File: src/rtl/nonce_scheduler.sv
// Work-unit sequencer for the SHA-256 double-hash pipeline: issues one nonce per cycle,
// waits out the hasher latency, and buffers golden-nonce hits for the UART transmitter.
module nonce_scheduler #(
    parameter int          PIPE_LAT   = 130,
    parameter logic [31:0] NONCE_LAST = 32'hFFFFFFFF,
    parameter int          FIFO_DEPTH = 4
) (
    input  logic         clk_in,
    input  logic         rst,
    input  logic         work_valid,
    output logic         work_ready,
    input  logic [255:0] work_midstate,
    input  logic [95:0]  work_data,
    output logic         hash_valid,
    output logic [255:0] hash_midstate,
    output logic [95:0]  hash_data,
    output logic [31:0]  hash_nonce,
    input  logic         hit_valid,
    input  logic [31:0]  hit_nonce,
    output logic         gold_valid,
    input  logic         gold_ready,
    output logic [31:0]  gold_nonce,
    output logic         busy,
    output logic         exhausted,
    output logic         overflow
);

    localparam int AW = $clog2(FIFO_DEPTH);
    localparam int PW = AW + 1;
    localparam int CW = (PIPE_LAT < 1) ? 1 : $clog2(PIPE_LAT + 1);

    typedef enum logic [1:0] {
        ST_IDLE,
        ST_RUN,
        ST_DRAIN,
        ST_DONE
    } state_t;

    state_t         r_state;
    logic           r_workReady;
    logic           r_hashValid;
    logic [255:0]   r_midstate;
    logic [95:0]    r_data;
    logic [31:0]    r_nonce;
    logic [CW-1:0]  r_drainCnt;
    logic           r_busy;
    logic           r_exhausted;
    logic           r_overflow;

    logic [31:0]    r_mem [FIFO_DEPTH];
    logic [PW-1:0]  r_wrPtr;
    logic [PW-1:0]  r_rdPtr;
    logic           r_goldValid;
    logic [31:0]    r_goldNonce;

    logic           w_accept;
    logic           w_fifoFull;
    logic           w_pop;
    logic           w_push;
    logic           w_drop;
    logic [PW-1:0]  w_wrNext;
    logic [PW-1:0]  w_rdNext;
    logic [31:0]    w_headNext;

    assign w_accept   = work_valid & r_workReady;
    assign w_fifoFull = (r_wrPtr[AW] != r_rdPtr[AW]) &&
                        (r_wrPtr[AW-1:0] == r_rdPtr[AW-1:0]);
    assign w_pop      = r_goldValid & gold_ready;
    // A pop frees the slot in the same cycle, so a push into a full FIFO still lands.
    assign w_push     = hit_valid & (~w_fifoFull | w_pop);
    assign w_drop     = hit_valid & w_fifoFull & ~w_pop;
    assign w_wrNext   = w_push ? r_wrPtr + PW'(1) : r_wrPtr;
    assign w_rdNext   = w_pop  ? r_rdPtr + PW'(1) : r_rdPtr;
    assign w_headNext = (w_push && (w_rdNext == r_wrPtr)) ? hit_nonce
                                                          : r_mem[w_rdNext[AW-1:0]];

    always_ff @(posedge clk_in) begin
        if (rst) begin
            r_state     <= ST_IDLE;
            r_workReady <= 1'b0;
            r_hashValid <= 1'b0;
            r_midstate  <= '0;
            r_data      <= '0;
            r_nonce     <= '0;
            r_drainCnt  <= '0;
            r_busy      <= 1'b0;
            r_exhausted <= 1'b0;
        end else begin
            r_workReady <= 1'b1;
            if (w_accept) begin
                r_state     <= ST_RUN;
                r_hashValid <= 1'b1;
                r_midstate  <= work_midstate;
                r_data      <= work_data;
                r_nonce     <= '0;
                r_busy      <= 1'b1;
                r_exhausted <= 1'b0;
            end else begin
                unique case (r_state)
                    // Compare before incrementing so an all-ones last nonce never wraps.
                    ST_RUN: begin
                        if (r_nonce == NONCE_LAST) begin
                            r_state     <= ST_DRAIN;
                            r_hashValid <= 1'b0;
                            r_drainCnt  <= CW'(PIPE_LAT);
                        end else begin
                            r_nonce <= r_nonce + 32'd1;
                        end
                    end
                    ST_DRAIN: begin
                        if (r_drainCnt == '0) begin
                            r_state     <= ST_DONE;
                            r_busy      <= 1'b0;
                            r_exhausted <= 1'b1;
                        end else begin
                            r_drainCnt <= r_drainCnt - CW'(1);
                        end
                    end
                    default: begin
                    end
                endcase
            end
        end
    end

    always_ff @(posedge clk_in) begin
        if (w_push) begin
            r_mem[r_wrPtr[AW-1:0]] <= hit_nonce;
        end
    end

    // Head entry and valid are registered from the next-state pointers, so an
    // empty FIFO shows a new hit one cycle after it is pushed.
    always_ff @(posedge clk_in) begin
        if (rst) begin
            r_wrPtr     <= '0;
            r_rdPtr     <= '0;
            r_goldValid <= 1'b0;
            r_goldNonce <= '0;
            r_overflow  <= 1'b0;
        end else begin
            r_wrPtr     <= w_wrNext;
            r_rdPtr     <= w_rdNext;
            r_goldValid <= (w_wrNext != w_rdNext);
            if (w_wrNext != w_rdNext) begin
                r_goldNonce <= w_headNext;
            end
            if (w_drop) begin
                r_overflow <= 1'b1;
            end else if (w_accept) begin
                r_overflow <= 1'b0;
            end
        end
    end

    assign work_ready    = r_workReady;
    assign hash_valid    = r_hashValid;
    assign hash_midstate = r_midstate;
    assign hash_data     = r_data;
    assign hash_nonce    = r_nonce;
    assign gold_valid    = r_goldValid;
    assign gold_nonce    = r_goldNonce;
    assign busy          = r_busy;
    assign exhausted     = r_exhausted;
    assign overflow      = r_overflow;

endmodule
File: config.mk
export PLATFORM = sky130hd
export DESIGN_NAME = nonce_scheduler
export DESIGN_NICKNAME = d
export VERILOG_FILES = /design/src/rtl/nonce_scheduler.sv
export SDC_FILE = /design/constraint.sdc
export NUM_CORES = 1
export LEC_CHECK = 0
export CAP_MARGIN = 25
export CORE_AREA = 2 2 319 321
export CTS_BUF_LIST = sky130_fd_sc_hd__clkbuf_4
export DETAILED_ROUTE_END_ITERATION = 8
export DIE_AREA = 0 0 321 323
export HOLD_SLACK_MARGIN = 0.15
export PLACE_DENSITY = 0.44
export SLEW_MARGIN = 20
export SYNTH_ARGS = -nofsm -noshare
export SYNTH_HDL_FRONTEND = slang
export SYNTH_SLANG_ARGS = --single-unit
File: constraint.sdc
create_clock -name clk_in -period 7.1 [get_ports clk_in]
set_input_delay 0.71 -clock clk_in [delete_from_list [all_inputs] [get_ports clk_in]]
set_output_delay 0.71 -clock clk_in [all_outputs]
set_load 0.1 [all_outputs]
# Word level (Yosys, flattened, before mapping)
# Memory sizes are Yosys's and may differ from the RTL's.
# Index checks and enable logic that the tools add are counted.
# op_classes
n_mux	21
bitwise_logic	10
n_addsub	4
n_eq_ne	12
n_reduce_logical	18
# op_table
cell	count
32-bit by 1-bit adder with 32-bit output (second input constant)	1
32-bit == test (second input constant)	1
32-bit 2-to-1 mux	1
8-bit 2-to-1 mux	2
8-bit one-hot mux with 2 select lines	1
1-bit 2-to-1 mux	12
2-bit nonzero test	6
8-bit zero test	1
2-bit AND reduction	4
8-bit by 1-bit subtractor with 8-bit output (second input constant)	1
3-bit by 1-bit adder with 3-bit output (second input constant)	2
3-bit 2-to-1 mux	2
2-bit != test (second input constant)	3
3-bit != test (second input constant)	2
3-bit AND reduction	2
1-bit AND	5
2-bit 2-to-1 mux	2
1-bit NOT	4
2-bit one-hot mux with 2 select lines	1
4-bit AND reduction	1
3-bit == test	1
3-bit != test	1
3-bit nonzero test	1
2-bit by 1-bit == test with 1-bit output (second input constant)	1
other kinds (6)	7
# word_totals
out_inout_bits	422
mem_count	1
register_bits	438
word_cells	81
inputBits	389
mem_bits_rw	128
# memory_table
memory	depth	word_bits	read_ports	rd_clocked_by_memory_dff	wr	line_no	source
r_mem	4	32	1	0	1	50	logic [31:0] r_mem [FIFO_DEPTH];

# Logic depth before layout (Yosys ltp)
# logic_depth
depth_word	7
depth_mapped	9
mapped_depth_nobuf	7

# Least setup slack after synthesis
# Ideal clock, no wire load.
# synth_path
path_kind	flip-flop to flip-flop
from	register r_nonce[5], in the netlist hash_nonce[5]
to	register r_nonce[28], in the netlist hash_nonce[28]
n_path_buf	1
stages_incl_launch_ff	7
arrival_ps	2957
required_ps	7029
setup_time_ps	71
synth_period_minus_slack_ps	3027
setup_slack_ps	4073
cell_sequence	dfxtp_1 -> nand3_1 -> or4_1 -> clkbuf_1 -> or3_1 -> or3_1 -> a21oi_1
# synth_between
elab_chain_len	3
word_cells_on_any_way	4
classes_between	add/sub (1); eq/ne (1); bitwise (1); reduce/logical (1)
# synth_lines
item	line_no	source
start, declared	44	logic [31:0] r_nonce;
start signal, assigned	107	r_nonce <= r_nonce + 32'd1;
parallel branches: the longest is 3 deep, another holds 32-bit by 1-bit adder with 32-bit output	n/a	
# Parallel ways; which one is timed is not known.
# A chain may end at the register's enable or synchronous reset.

# Final worst setup path
# layout_path
from	register r_goldValid, in the netlist gold_valid
to	output gold_valid
# layout_rtl
item	line_no	source
start, declared	53	logic r_goldValid;
start signal, assigned	144	r_goldValid <= (w_wrNext != w_rdNext);
end, declared	20	output logic gold_valid,
# No word-level cell between the ends.

==> results.txt <==
The run finished with clean final reports. Entering global routing, the biggest net connects 184 pins. The setup TNS was 0 ns; the share of async-settable or async-resettable flops after synthesis was 0%. The worst slew margin relative to its limit was 23.0%; the final cell count without fillers was 5047. The run gives 26 as the initial antenna violation count.

At the worst endpoint, the arrival time is 2.90 ns. Counting the fill cells in the layout gives 10300. The tools report the root cell of the clock tree as clkbuf_4. The mean instance size in the synthesized netlist is 8.87 µm². Before antenna repair, the detailed router went through 5 iterations.

Once the clock tree was built, the resizer swapped 0 gates to a different size. For this design, the CTS-stage hold fixing added 368 buffers. The die width was 321 µm; the aggregate routed wire length was 98200 µm.

The post-route clock period utilization was 50.9%. The number of pins exceeding their max-slew limit in the final report was 0. The commonest cells after synthesis are 755 x nand2_1, 438 x dfxtp_1, 385 x a21oi_1, 177 x nand3_1, 167 x clkbuf_1.

The post-DP HPWL was 67000 µm. For the Yosys warning count, the log shows 0. Setup repair after global routing left no endpoint under its margin.

The register clock-pin slew on the reported worst setup and hold paths works out to 0.06 ns. Across the routed clock network, the largest skew measured is 0.0996 ns. TritonCTS built the clock tree. The logs give 0 for the count of final hold-check violations and 1275 for the number of violations reported at the end of detailed-routing iteration 0. After floorplanning, the core was divided into 117 placement rows. CTS saw 566 sinks. Kind of cell with the highest combined delay on the critical path: buffers and inverters. The clock passes through at most 3 buffers. Initial core utilization: 21.2%.

In this run the critical register-to-register path is launched from work_ready. By area, the combinational part of the netlist is dominated by simple AND/OR/NAND/NOR gates. The number of stages on the worst setup path works out to 1. Summed over all cells, the static leakage comes to 13.4 nW.

The worst path needs 3.61 ns of the cycle, external delays included. The share of the synthesized netlist area taken by xor and xnor gates came out at 1.11%. The standard cell with the maximum stage delay on the critical path was clkdlybuf4s50_1. The setup slack at placement was 3.56 ns; the final setup violation count was 0.

The cell accounting for the most synthesized area is dfxtp_1. The core region is 0.101 mm². The critical path is of the reg -> out type.

The wire length of the first global-routing pass came out at 141000 µm. CTS built an H-tree with a depth of 4. The post-synthesis instance area was 0.0214 mm². Routability-driven placement finished with a final weighted congestion of 0.789. The layout net count came out at 4011.

In this run, distinct cell masters in the synthesized netlist total 55. Once placement completed, the tool counted placed cells totaling 4387. The highest ir drop seen on vdd came out at 166 µV.

Power spread over the standard cell area amounts to 255 mW/mm². The height of the die works out to 323 µm. Capturing element type of the critical path: an output pin.

For the clock insertion delay at the later pin of the skew report, the log shows 1.05 ns. The number of nets handed over by synthesis was 2805. The critical path launch point type is a flip-flop. The die covers 0.104 mm².

The post-route netlist has 8.97% of its cells at a drive strength greater than 1. For the via count, the log shows 22200. Of the total synthesized cell area, the portion taken by AND, OR, NAND and NOR gates is 20.4%. The overall power consumption came out at 9.48 mW. Setup slack on the worst reg-to-reg path comes out at 3.88 ns. Yosys attributes the largest share of cell area to dfxtp_1 41%, edfxtp_1 18%, nand2_1 13%. The post-route antenna net violation count was 0; the mean number of vias per cell was 4.41. Worst-case reg-to-reg path depth: 6. In the routed design, unresolved DRC markers number 0.

Global routing used 17.9% of the available tracks. Number of buffer and inverter stages on the critical path: 1. For this run, the top clock speed supported by timing is 277 MHz. Cell with the most instances after synthesis: nand2_1. At the pin with the least slew margin, the transition time is 1.15 ns.

In the final routed layout, each cell accounts on average for 19.5 µm. The number of clock buffers added by TritonCTS is 164. Across the run, the number of max-cap violations was 0. Summing the areas of all compound-gate instances in the mapped netlist gives 15.2% of the synthesized area.

Arithmetic-cell share of the synthesized area counting full adders, half adders and majority gates: 0.469%. The post-layout worst setup margin was 3.49 ns. The largest fanout on the critical path was 10; the sequential share of the synthesized area was 59.1%. In the final layout, the multi-input gates occupy 0.00801 mm². For the global route total overflow, the log shows 0. In the synthesized netlist the dominant register cell turns out to be dfxtp_1. From synthesis to final layout, the design area changed by 74.2%. The most critical setup path has its startpoint at gold_valid.

The signal on the critical path passes through clkdlybuf4s50_1. In the synthesized netlist, mux cells make up 0.0937% of the area. The type of the most critical hold path was in -> reg. The count of buffers added on input and output ports is 810. The tools report the synthesized instance count as 2408. Stage delay of the slowest cell on the critical path: 1.29 ns. The startpoint identified for the worst hold timing path is work_midstate[135]. Counting flops with a built-in enable in the synthesized netlist gives 128. 811 I/O pins were placed. Once the clock tree was built, the setup fixing pass inserted 0 buffers.

After synthesis, the largest area contributor takes up 41.1% of total cell area. For the via count of the first global-routing pass, the log shows 21900. The flip-flop and latch count after synthesis is 566. Worst flop-to-flop path endpoint: hash_midstate[114]. In this run the worst setup path terminates at gold_valid. Registers take 0.0126 mm².

Data on the critical path is required at its endpoint by 6.39 ns.
==> worst min path at each step <==
stage,end,slack (ns),cells after the start
floorplan,r_drainCnt[5],0.45,2
global placement,hash_midstate[198],0.44,2
detailed placement,hash_data[16],0.45,2
CTS,hash_midstate[7],0.15,3
global route,hash_midstate[142],0.18,3
finish,hash_midstate[135],0.28,3
==> flip-flops by register name, indices dropped and copies added (netlist names), 2 cells and up <==
name / count
gold_nonce: 32
hash_data: 96
hash_midstate: 256
hash_nonce: 32
r_drainCnt: 8
r_mem: 128
r_rdPtr: 3
r_state: 2
r_wrPtr: 3
==> per-layer routing <==
layer	part of all wire (%)	track usage [%]
met5	0.19	0
met3	8.0	6.49
met2	47	29.0
met4	4.1	8.31
met1	41	21.3
==> final cells by class <==
cell class,count,area share [%]
Antenna cell,15,0.101
Clock buffer,239,4.82
Clock inverter,36,0.975
Inverter,10,0.101
Multi-Input combinational cell,1640,21.5
Sequential cell,566,33.9
Tap cell,1309,4.40
Timing Repair Buffer,1232,34.2
==> cells by family (layout without fill, tap and decap cells) <==
family	Yosys count	count (layout)
simple gates	1037	1037
flops	566	566
compound gates	570	570
other cells	0	15
xor+xnor	23	23
mux	2	2
fa+ha+maj	8	8
buf+inv	202	1517
==> stage by stage <==
step / utilization [%] / instance area [µm²] / hold slack, ns
4_1_cts: 36.9 / 37100 / 0.151
2_1_floorplan: - / 21400 / 0.450
6_report: 36.9 / 37200 / 0.284
5_1_grt: 36.9 / 37200 / 0.183
3_3_place_gp: 30.4 / 30600 / 0.441
3_5_place_dp: 31.1 / 31300 / 0.445
==> power breakdown <==
part / leakage (nW) / switching, mW / internal (mW)
clock network: 1.28 / 1.48 / 1.82
registers: 4.76 / 0.119 / 3.49
logic: 7.37 / 1.77 / 0.809
==> cells in the final DEF (no fill, tap or decap), types with 19 or more instances in the layout <==
cell	instances
clkdlybuf4s50_1	803
nand2_1	754
dfxtp_1	438
a21oi_1	385
dlygate4sd3_1	368
clkbuf_4	239
nand3_1	177
edfxtp_1	128
o21ai_0	80
a311oi_1	33
a221oi_1	32
buf_4	31
nor2_1	28
buf_16	23
clkinv_1	19
No activity file was read; power rests on OpenSTA's default activity.
